--- config.mk ---
export PLATFORM = sky130hd
export DESIGN_NAME = pc_fetch_unit_flat
export DESIGN_NICKNAME = d
export VERILOG_FILES = /design/src/rtl/mips_pkg.sv /design/src/rtl/pc_fetch_unit_if.sv /design/src/rtl/pc_fetch_unit.sv /design/src/flat_wrapper.sv
export SDC_FILE = /design/constraint.sdc
export NUM_CORES = 1
export LEC_CHECK = 0
export BUFFER_PORTS_ARGS = -buffer_cell sky130_fd_sc_hd__buf_2
export CAP_MARGIN = 20
export CORE_UTILIZATION = 50
export DETAILED_ROUTE_END_ITERATION = 10
export GPL_TIMING_DRIVEN = 0
export PLACE_DENSITY = 0.78
export REMOVE_ABC_BUFFERS = 1
export SLEW_MARGIN = 5
export SYNTH_ARGS = -nofsm -noshare
export SYNTH_HDL_FRONTEND = slang
export SYNTH_SLANG_ARGS = --single-unit
--- constraint.sdc ---
create_clock -name clk -period 5.2 [get_ports clk]
set_input_delay 1.04 -clock clk [delete_from_list [all_inputs] [get_ports clk]]
set_output_delay 1.04 -clock clk [all_outputs]
set_load 0.01 [all_outputs]
--- src/rtl/mips_pkg.sv ---
// mips_pkg: definitions shared by the multicycle MIPS fetch path.
//   RESET_PC_DEF    - default PC value after reset
//   TIMEOUT_CYC_DEF - default number of WAIT cycles before a fetch is abandoned
//   NOP_INSN        - instruction loaded into IR when a fetch times out
//   fetch_state_e   - fetch FSM state encoding
//   pc_add4         - sequential-PC helper; wraps modulo 2^32
package mips_pkg;

  localparam logic [31:0] RESET_PC_DEF    = 32'h0000_3000;
  localparam int unsigned TIMEOUT_CYC_DEF = 255;
  localparam logic [31:0] NOP_INSN        = 32'h0000_0000;

  typedef enum logic [1:0] {
    FS_IDLE = 2'd0,
    FS_REQ  = 2'd1,
    FS_WAIT = 2'd2
  } fetch_state_e;

  function automatic logic [31:0] pc_add4(input logic [31:0] pc_val);
    return pc_val + 32'd4;
  endfunction

endpackage

--- src/rtl/pc_fetch_unit_if.sv ---
// pc_fetch_unit_if: instruction-memory request/response bus.
//   imem_req    - request valid (fetch unit -> memory)
//   imem_addr   - request address, held while imem_req is high
//   imem_gnt    - memory accepted the request
//   imem_rvalid - read data valid
//   imem_rdata  - read data
// Modports: master (fetch unit side), slave (memory side).
interface pc_fetch_unit_if;
  logic        imem_req;
  logic [31:0] imem_addr;
  logic        imem_gnt;
  logic        imem_rvalid;
  logic [31:0] imem_rdata;

  modport master (
    output imem_req,
    output imem_addr,
    input  imem_gnt,
    input  imem_rvalid,
    input  imem_rdata
  );

  modport slave (
    input  imem_req,
    input  imem_addr,
    output imem_gnt,
    output imem_rvalid,
    output imem_rdata
  );
endinterface

--- src/rtl/pc_fetch_unit.sv ---
// pc_fetch_unit: architectural PC and instruction fetch for the multicycle MIPS core.
// Holds the PC, fetches the word at PC over the imem req/gnt/rvalid bus into the IR,
// and returns pc / pc+4 to the next-PC logic.
//
// Ports:
//   clk, rst_n    - clock; synchronous active-low reset
//   npc           - next PC from the next-PC logic
//   pc_write      - load npc into PC (deferred to fetch completion while busy)
//   fetch_start   - start a fetch at the current PC (ignored while busy)
//   pc, pcplus4   - current PC and PC+4 (combinational, wraps)
//   imem          - instruction memory bus (master modport)
//   ir, ir_valid  - instruction register and its valid flag
//   fetch_busy    - high in REQ or WAIT
//   fetch_err     - sticky: last fetch timed out (cleared by next fetch_start)
//   misalign_err  - one-cycle pulse for a rejected misaligned npc
//
// Build option: define PC_ALIGN_CHECK_EN to reject misaligned npc values and pulse
// misalign_err; otherwise npc[1:0] is forced to 00 and misalign_err stays 0.
module pc_fetch_unit
  import mips_pkg::*;
#(
  parameter logic [31:0] RESET_PC    = RESET_PC_DEF,
  parameter int unsigned TIMEOUT_CYC = TIMEOUT_CYC_DEF
) (
  input  logic                   clk,
  input  logic                   rst_n,
  input  logic [31:0]            npc,
  input  logic                   pc_write,
  input  logic                   fetch_start,
  output logic [31:0]            pc,
  output logic [31:0]            pcplus4,
  pc_fetch_unit_if.master        imem,
  output logic [31:0]            ir,
  output logic                   ir_valid,
  output logic                   fetch_busy,
  output logic                   fetch_err,
  output logic                   misalign_err
);

  localparam logic [15:0] TMO_LIMIT = 16'(TIMEOUT_CYC);

  fetch_state_e state_q, state_d;
  logic [31:0]  pc_q, pc_d;
  logic [31:0]  ir_q, ir_d;
  logic         ir_valid_q, ir_valid_d;
  logic         req_q, req_d;
  logic [31:0]  addr_q, addr_d;
  logic         ferr_q, ferr_d;
  logic         pend_vld_q, pend_vld_d;
  logic [31:0]  pend_pc_q, pend_pc_d;
  logic [15:0]  cnt_q, cnt_d;
  logic         misalign_q, misalign_d;

  logic [15:0]  cnt_inc;
  logic         fetch_done;   // this edge returns the FSM to IDLE
  logic         wr_ok;        // pc_write accepted this cycle
  logic [31:0]  npc_ld;       // value loaded into PC / pending register
  logic         misalign_set;

`ifdef PC_ALIGN_CHECK_EN
  assign wr_ok        = pc_write & (npc[1:0] == 2'b00);
  assign npc_ld       = npc;
  assign misalign_set = pc_write & (npc[1:0] != 2'b00);
`else
  assign wr_ok        = pc_write;
  assign npc_ld       = npc & 32'hFFFF_FFFC;
  assign misalign_set = 1'b0;
`endif

  assign cnt_inc = cnt_q + 16'd1;

  always_comb begin
    state_d     = state_q;
    pc_d        = pc_q;
    ir_d        = ir_q;
    ir_valid_d  = ir_valid_q;
    req_d       = req_q;
    addr_d      = addr_q;
    ferr_d      = ferr_q;
    pend_vld_d  = pend_vld_q;
    pend_pc_d   = pend_pc_q;
    cnt_d       = cnt_q;
    misalign_d  = misalign_set;
    fetch_done  = 1'b0;

    unique case (state_q)
      FS_IDLE: begin
        if (fetch_start) begin
          // Address uses the PC before any same-cycle pc_write.
          addr_d     = pc_q;
          req_d      = 1'b1;
          ir_valid_d = 1'b0;
          ferr_d     = 1'b0;
          state_d    = FS_REQ;
        end
      end
      FS_REQ: begin
        if (imem.imem_gnt) begin
          req_d = 1'b0;
          if (imem.imem_rvalid) begin
            // Zero-latency memory: data arrives with the grant.
            ir_d       = imem.imem_rdata;
            ir_valid_d = 1'b1;
            state_d    = FS_IDLE;
            fetch_done = 1'b1;
          end else begin
            cnt_d   = 16'd0;
            state_d = FS_WAIT;
          end
        end
      end
      FS_WAIT: begin
        if (imem.imem_rvalid) begin
          ir_d       = imem.imem_rdata;
          ir_valid_d = 1'b1;
          state_d    = FS_IDLE;
          fetch_done = 1'b1;
        end else begin
          cnt_d = cnt_inc;
          if (cnt_inc == TMO_LIMIT) begin
            // Abandon the fetch; decode sees a NOP and fetch_err flags it.
            ir_d       = NOP_INSN;
            ir_valid_d = 1'b1;
            ferr_d     = 1'b1;
            state_d    = FS_IDLE;
            fetch_done = 1'b1;
          end
        end
      end
      default: begin
        state_d = FS_IDLE;
      end
    endcase

    // PC loads directly when idle; while busy they are parked and applied on the
    // edge that returns to IDLE, with a write on that same edge taking priority.
    if (state_q == FS_IDLE) begin
      if (wr_ok) begin
        pc_d = npc_ld;
      end
    end else begin
      if (wr_ok) begin
        pend_pc_d  = npc_ld;
        pend_vld_d = 1'b1;
      end
      if (fetch_done) begin
        pend_vld_d = 1'b0;
        if (wr_ok) begin
          pc_d = npc_ld;
        end else if (pend_vld_q) begin
          pc_d = pend_pc_q;
        end
      end
    end
  end

  always_ff @(posedge clk) begin
    if (!rst_n) begin
      state_q    <= FS_IDLE;
      pc_q       <= RESET_PC;
      ir_q       <= 32'h0000_0000;
      ir_valid_q <= 1'b0;
      req_q      <= 1'b0;
      addr_q     <= 32'h0000_0000;
      ferr_q     <= 1'b0;
      pend_vld_q <= 1'b0;
      cnt_q      <= 16'd0;
      misalign_q <= 1'b0;
    end else begin
      state_q    <= state_d;
      pc_q       <= pc_d;
      ir_q       <= ir_d;
      ir_valid_q <= ir_valid_d;
      req_q      <= req_d;
      addr_q     <= addr_d;
      ferr_q     <= ferr_d;
      pend_vld_q <= pend_vld_d;
      cnt_q      <= cnt_d;
      misalign_q <= misalign_d;
    end
  end

  // Pending value is qualified by pend_vld_q, so it needs no reset.
  always_ff @(posedge clk) begin
    pend_pc_q <= pend_pc_d;
  end

  assign pc             = pc_q;
  assign pcplus4        = pc_add4(pc_q);
  assign imem.imem_req  = req_q;
  assign imem.imem_addr = addr_q;
  assign ir             = ir_q;
  assign ir_valid       = ir_valid_q;
  assign fetch_busy     = (state_q != FS_IDLE);
  assign fetch_err      = ferr_q;
  assign misalign_err   = misalign_q;

endmodule

--- src/flat_wrapper.sv ---
// flat-port wrapper written by rule: the top's interface ports become plain ports
module pc_fetch_unit_flat import mips_pkg::*;
#(
  parameter logic [31:0] RESET_PC    = RESET_PC_DEF,
  parameter int unsigned TIMEOUT_CYC = TIMEOUT_CYC_DEF
)
  (clk, rst_n, npc, pc_write, fetch_start, pc, pcplus4, ir, ir_valid, fetch_busy, fetch_err, misalign_err, imem_imem_req, imem_imem_addr, imem_imem_gnt, imem_imem_rvalid, imem_imem_rdata);
  pc_fetch_unit_if imem_i ();
  input  logic clk;
  input  logic rst_n;
  input  logic [31:0] npc;
  input  logic pc_write;
  input  logic fetch_start;
  output logic [31:0] pc;
  output logic [31:0] pcplus4;
  output logic [31:0] ir;
  output logic ir_valid;
  output logic fetch_busy;
  output logic fetch_err;
  output logic misalign_err;
  output wire logic [$bits(imem_i.imem_req)-1:0] imem_imem_req;
  output wire logic [$bits(imem_i.imem_addr)-1:0] imem_imem_addr;
  input wire logic [$bits(imem_i.imem_gnt)-1:0] imem_imem_gnt;
  input wire logic [$bits(imem_i.imem_rvalid)-1:0] imem_imem_rvalid;
  input wire logic [$bits(imem_i.imem_rdata)-1:0] imem_imem_rdata;
  assign imem_imem_req = imem_i.imem_req;
  assign imem_imem_addr = imem_i.imem_addr;
  assign imem_i.imem_gnt = imem_imem_gnt;
  assign imem_i.imem_rvalid = imem_imem_rvalid;
  assign imem_i.imem_rdata = imem_imem_rdata;
  pc_fetch_unit #(.RESET_PC(RESET_PC), .TIMEOUT_CYC(TIMEOUT_CYC)) u_core (.clk(clk), .rst_n(rst_n), .npc(npc), .pc_write(pc_write), .fetch_start(fetch_start), .pc(pc), .pcplus4(pcplus4), .imem(imem_i), .ir(ir), .ir_valid(ir_valid), .fetch_busy(fetch_busy), .fetch_err(fetch_err), .misalign_err(misalign_err));
endmodule
== After elaboration in Yosys (flattened, before gate mapping) ==
Cells that the tools add are included.

* Register bits after elaboration: 148
* Bits in latches: 0
* RAM bits: 0
* Bits in read-only memories: 0
* Bits of input ports: 70
* Output and inout port bits: 133
* Word-level logic and storage cells: 81
* Memories kept: 0

* Add/subtract/negate cells: 2
* Multipliers: 0
* Divide/modulo/power cells: 0
* Magnitude comparators: 0
* Equal/unequal tests: 12
* Shift-type cells: 0
* Multiplexer cells: 38
* Bitwise operators: 1
* Reductions and logical operators: 18

{| class="wikitable"
|+ Operators by type and width
! kind !! count
|-
| $mux 32 || 9
|-
| $pmux 32 s2 || 1
|-
| $mux 16 || 3
|-
| $add 32x3->32 const B || 1
|-
| $pmux 16 s2 || 1
|-
| $add 16x1->16 const B || 1
|-
| $eq 16x8->1 const B || 1
|-
| $mux 1 || 14
|-
| $ne 2x2->1 const B || 6
|-
| $reduce_and 4->1 || 3
|-
| $reduce_bool 2->1 || 6
|-
| $mux 2 || 5
|-
| $reduce_and 3->1 || 3
|-
| $ne 3x2->1 const B || 2
|-
| $pmux 1 s2 || 3
|-
| $pmux 2 s3 || 1
|-
| $reduce_and 2->1 || 3
|-
| $reduce_and 5->1 || 1
|-
| $pmux 1 s3 || 1
|-
| $reduce_bool 3->1 || 1
|-
| $eq 2x1->1 const B || 1
|-
| $eq 2x2->1 const B || 1
|-
| $logic_not 2->1 || 1
|-
| $ne 2x1->1 const B || 1
|-
| $not 1->1 || 1
|}

== Logic depth before layout (Yosys ltp) ==
* Depth after elaboration: 7
* Gate-level depth with buffers: 10
* Mapped depth without buffers: 9

== Worst setup path after synthesis ==
OpenSTA, ideal clock, no wires.

* Kind: reg-to-output
* Start: register u_core.pc_q[5], in the netlist u_core.pc[5]
* End: output port pcplus4[31]
* Arrival: 2.058 ns
* Data required time: 4.160 ns
* Path slack: 2.102 ns
* Stages on the path, launching flop included: 8
* Path buffers: 1
* Path through: dfxtp_1 -> clkbuf_1 -> and4_1 -> and3_1 -> and4_1 -> nand4_1 -> nor3_1 -> xor2_1

* Longest elaborated chain between the ends: 1

{| class="wikitable"
|+ RTL lines
! element !! line !! text
|-
| start: declaration || pc_fetch_unit.sv:43 || <nowiki>logic [31:0] pc_q, pc_d;</nowiki>
|-
| start signal: assignment || pc_fetch_unit.sv:171 || <nowiki>pc_q <= pc_d;</nowiki>
|-
| $add 32x3->32 || mips_pkg.sv:20 || <nowiki>return pc_val + 32'd4;</nowiki>
|-
| end: declaration || flat_wrapper.sv:15 || <nowiki>output logic [31:0] pcplus4;</nowiki>
|}

No other way between the ends.

== Worst setup path in the final report ==
* Start: register u_core.pc_q[6], in the netlist u_core.pc[6]
* End: output port pcplus4[31]

Same word-level chain as after synthesis.

==> results.md <==
- Pin count of the biggest net entering global routing: 83
- Row Count: 42
- Buf+Inv Stages, Crit Path: 1
- CTS Buffer Depth: 2
- Hold EP: u_core.imem.imem_addr[28]$_SDFFE_PN0P_
- GPL Wtd Cong: 0.807
- DR WL/cell: 16.9 µm
- RR Endpoint: u_core.pc[8]$_SDFFE_PN0P_
- Largest cells by area after synthesis: dfxtp_1 33%, edfxtp_1 13%, mux2i_1 5.1%
- F_max: 259 MHz
- Unrepaired setup endpoints after global routing: no
- Area Overhead vs Synth: 24.9%
- Cell taking the most area after synthesis: dfxtp_1
- Die X: 119 µm
- Setup Buffers After CTS: 0
- Post-synth top flop: dfxtp_1
- Full die area: 14300 µm²
- Most common cell in the netlist: dfxtp_1
- Finish-stage setup viols: 0
- Vias after detailed routing: 6421
- Crit. End Element: output pin
- Worst path most repeated cell: and4_1
- Fin. max-slew vios: 0
- Cells after synthesis: 769
- Post-DRT Antenna Nets: 0
- Initial DRT Pass Iterations: 5
- Worst-skew pair later-pin latency: 0.42 ns
- DRT Wirelength: 18900 µm
- Flop2flop setup slack: 1.96 ns
- Ys async rst share: 0%
- Vias per inst: 5.75
- Kind of critical path: reg2out
- Minimum clock period: 3.86 ns
- CTS Sinks: 144
- LEAKAGE: 3.55 nW
- Run status: completed
- Syn avg cell area: 8.96 µm²
- Max_cap viols: 0
- DR DRC count: 0
- Slowest-stage cell, CP: dfxtp_1
- Total Nets Final: 1003
- Worst slack, placed: 1.56 ns
- Seq/Total Area, Yosys: 46.2%
- Count of cell types in the netlist: 53
- Critical path arrival: 2.82 ns
- CTS Hold Bufs: 0
- Worst-Margin Slew: 0.945 ns
- DP HPWL: 12500 µm
- Crit-path max FO: 8
- Post-synth top cells: 114 x dfxtp_1, 92 x nand2_1, 63 x nor2_1
- CTS tree: built
- Worst path max stage delay: 0.51 ns
- Power Density: 354 nW/µm²
- Worst reg2reg path depth: 9
- Post-CTS sizing: 0
- Number of buffers inserted by port buffering: 193
- Layout fillers: 1104
- Yosys warns: 0
- Vias in the first global route: 5904
- Post-route cell area: 8610 µm²
- EDFF count, synth: 30
- Crit path max-delay family: simple AND/OR/NAND/NOR gates
- Die Span Y: 119 µm
- Worst hold path startpoint: u_core.imem.imem_addr[28]$_SDFFE_PN0P_
- Root buf cell: clkbuf_16
- Wire length of the first global-routing pass: 29800 µm
- Slew headroom: 37.0%
- R2r startpoint: u_core.cnt_q[0]$_SDFFE_PN0P_
- Slack of the critical path: 1.34 ns
- Max rail drop VDD: 0.000206 V
- Initial DRC count: 562
- Initial Util: 51.6%
- Post-synthesis cell area: 6890 µm²
- Htree depth: 4
- Worst hold path class: reg2reg
- Critical path cell sequence: and4_1, and3_1, and4_1, nand4_1, nor3_1, xor2_1, buf_2
- Antenna violations before repair: 1
- FF+latch count, synth: 144
- Clock skew: 0.00644 ns
- CP Data Required Time: 4.16 ns
- Area after DPL: 7920 µm²
- Gr ovfl total: 0
- Setup TNS: 0 ns
- CTS clk-pin slew, worst paths: 0.06 ns
- Total core area: 13300 µm²
- TritonCTS Buffers: 17
- CP startpoint kind: flip-flop
- Layout cells sized above 1: 26.3%
- Final Cycle Share: 74.2%
- Synth top area share: 33.1%
- Hold depth: 2
- GRT Total Usage: 26.6%
- IO Count: 203
- Final Hold Violating Endpoints: 0
- Final hold slack: 0.449 ns
==> power by group <==
group,switching [mW],total (mW),internal [mW]
sequential,0.0732,1.29,1.22
combinational,0.269,0.467,0.198
clock,0.456,1.29,0.832
total,0.798,3.04,2.25
==> through the flow <==
| stage | total power, mW | instances | utilization, % |
|---|---|---|---|
| finish | 3.04 | 1117 | 64.5 |
| global route | 3.15 | 1117 | 64.5 |
| CTS | 3.04 | 1114 | 64.1 |
| detailed placement | 1.76 | 1082 | 59.4 |
| global placement | 1.73 | 1075 | 57.9 |
| floorplan | 1.54 | 706 | - |
==> flip-flops by register name (all words and copies together), names as in the netlist <==
signal                 count
u_core.imem.imem_req       1
u_core.ir                 32
u_core.pend_pc_q          30
u_core.ir_valid            1
u_core.imem.imem_addr     30
u_core.fetch_err           1
u_core.state_q             2
u_core.pend_vld_q          1
u_core.pc                 30
u_core.cnt_q              16
==> final cells by class <==
cell class / instances / area [µm²] / share of cell area, %
Antenna cell: 1 / 2.50 / 0.0291
Clock buffer: 23 / 509 / 5.92
Clock inverter: 9 / 125 / 1.45
Inverter: 15 / 58.8 / 0.683
Multi-Input combinational cell: 547 / 3330 / 38.7
Sequential cell: 144 / 3180 / 37.0
Tap cell: 176 / 220 / 2.56
Timing Repair Buffer: 202 / 1170 / 13.6
==> per-layer routing <==
metal  vias to the layer above  share of wire (%)  global-route usage, %
li1                       3048                  -                      -
met1                      3062                 43                   34.2
met2                       265                 48                   42.6
met3                        46                5.9                   4.98
met4                         0                3.0                   13.7
met5                         -                  0                      0
==> kinds of logic (layout without fill, tap and decap cells) <==
| logic type | Yosys count | after routing | share of synthesized area, % |
|---|---|---|---|
| AO/OA/AOI/OAI | 148 | 148 | 14.1 |
| XOR/XNOR | 32 | 32 | 4.07 |
| adder cells (fa/ha/maj) | 6 | 6 | 1.09 |
| buffers and inverters | 84 | 249 | 6.16 |
| flip-flops | 144 | 144 | 46.2 |
| multiplexers | 36 | 36 | 5.25 |
| other | 1 | 8 | 0.0544 |
| AND/OR/NAND/NOR | 318 | 318 | 23.0 |
==> placed cells by master (no fill, tap or decap), types with 7 or more instances in the layout <==
cell type,instances
xnor2_1,22
a221o_1,28
edfxtp_1,30
mux2i_1,35
and2_1,35
nand2_1,92
nand4_1,42
conb_1,7
o21ai_0,46
and3_1,9
inv_1,14
nor2_1,61
nand3_1,42
clkbuf_16,18
xor2_1,10
dfxtp_1,114
a21oi_1,47
buf_2,193
==> worst min-delay path: stages, from the launching register on <==
cell and delay [ns]:
dfxtp_1 0.30, nand2_1 0.05, a21oi_1 0.05
==> how the worst max path moves through the flow <==
stage / startpoint / end / slack [ns] / cells after the start
CTS: u_core.pc[6]$_SDFFE_PN0P_ / pcplus4[31] / 1.37 / 7
finish: u_core.pc[6]$_SDFFE_PN0P_ / pcplus4[31] / 1.34 / 7
global route: u_core.pc[6]$_SDFFE_PN0P_ / pcplus4[31] / 1.18 / 7
floorplan: imem_imem_gnt / u_core.pc[10]$_SDFFE_PN0P_ / 1.52 / 5
global placement: imem_imem_gnt / u_core.pc[4]$_SDFFE_PN0P_ / -0.08 / 6
detailed placement: rst_n / u_core.pc[13]$_SDFFE_PN1P_ / 1.56 / 5
No activity file was read; power rests on OpenSTA's default activity.
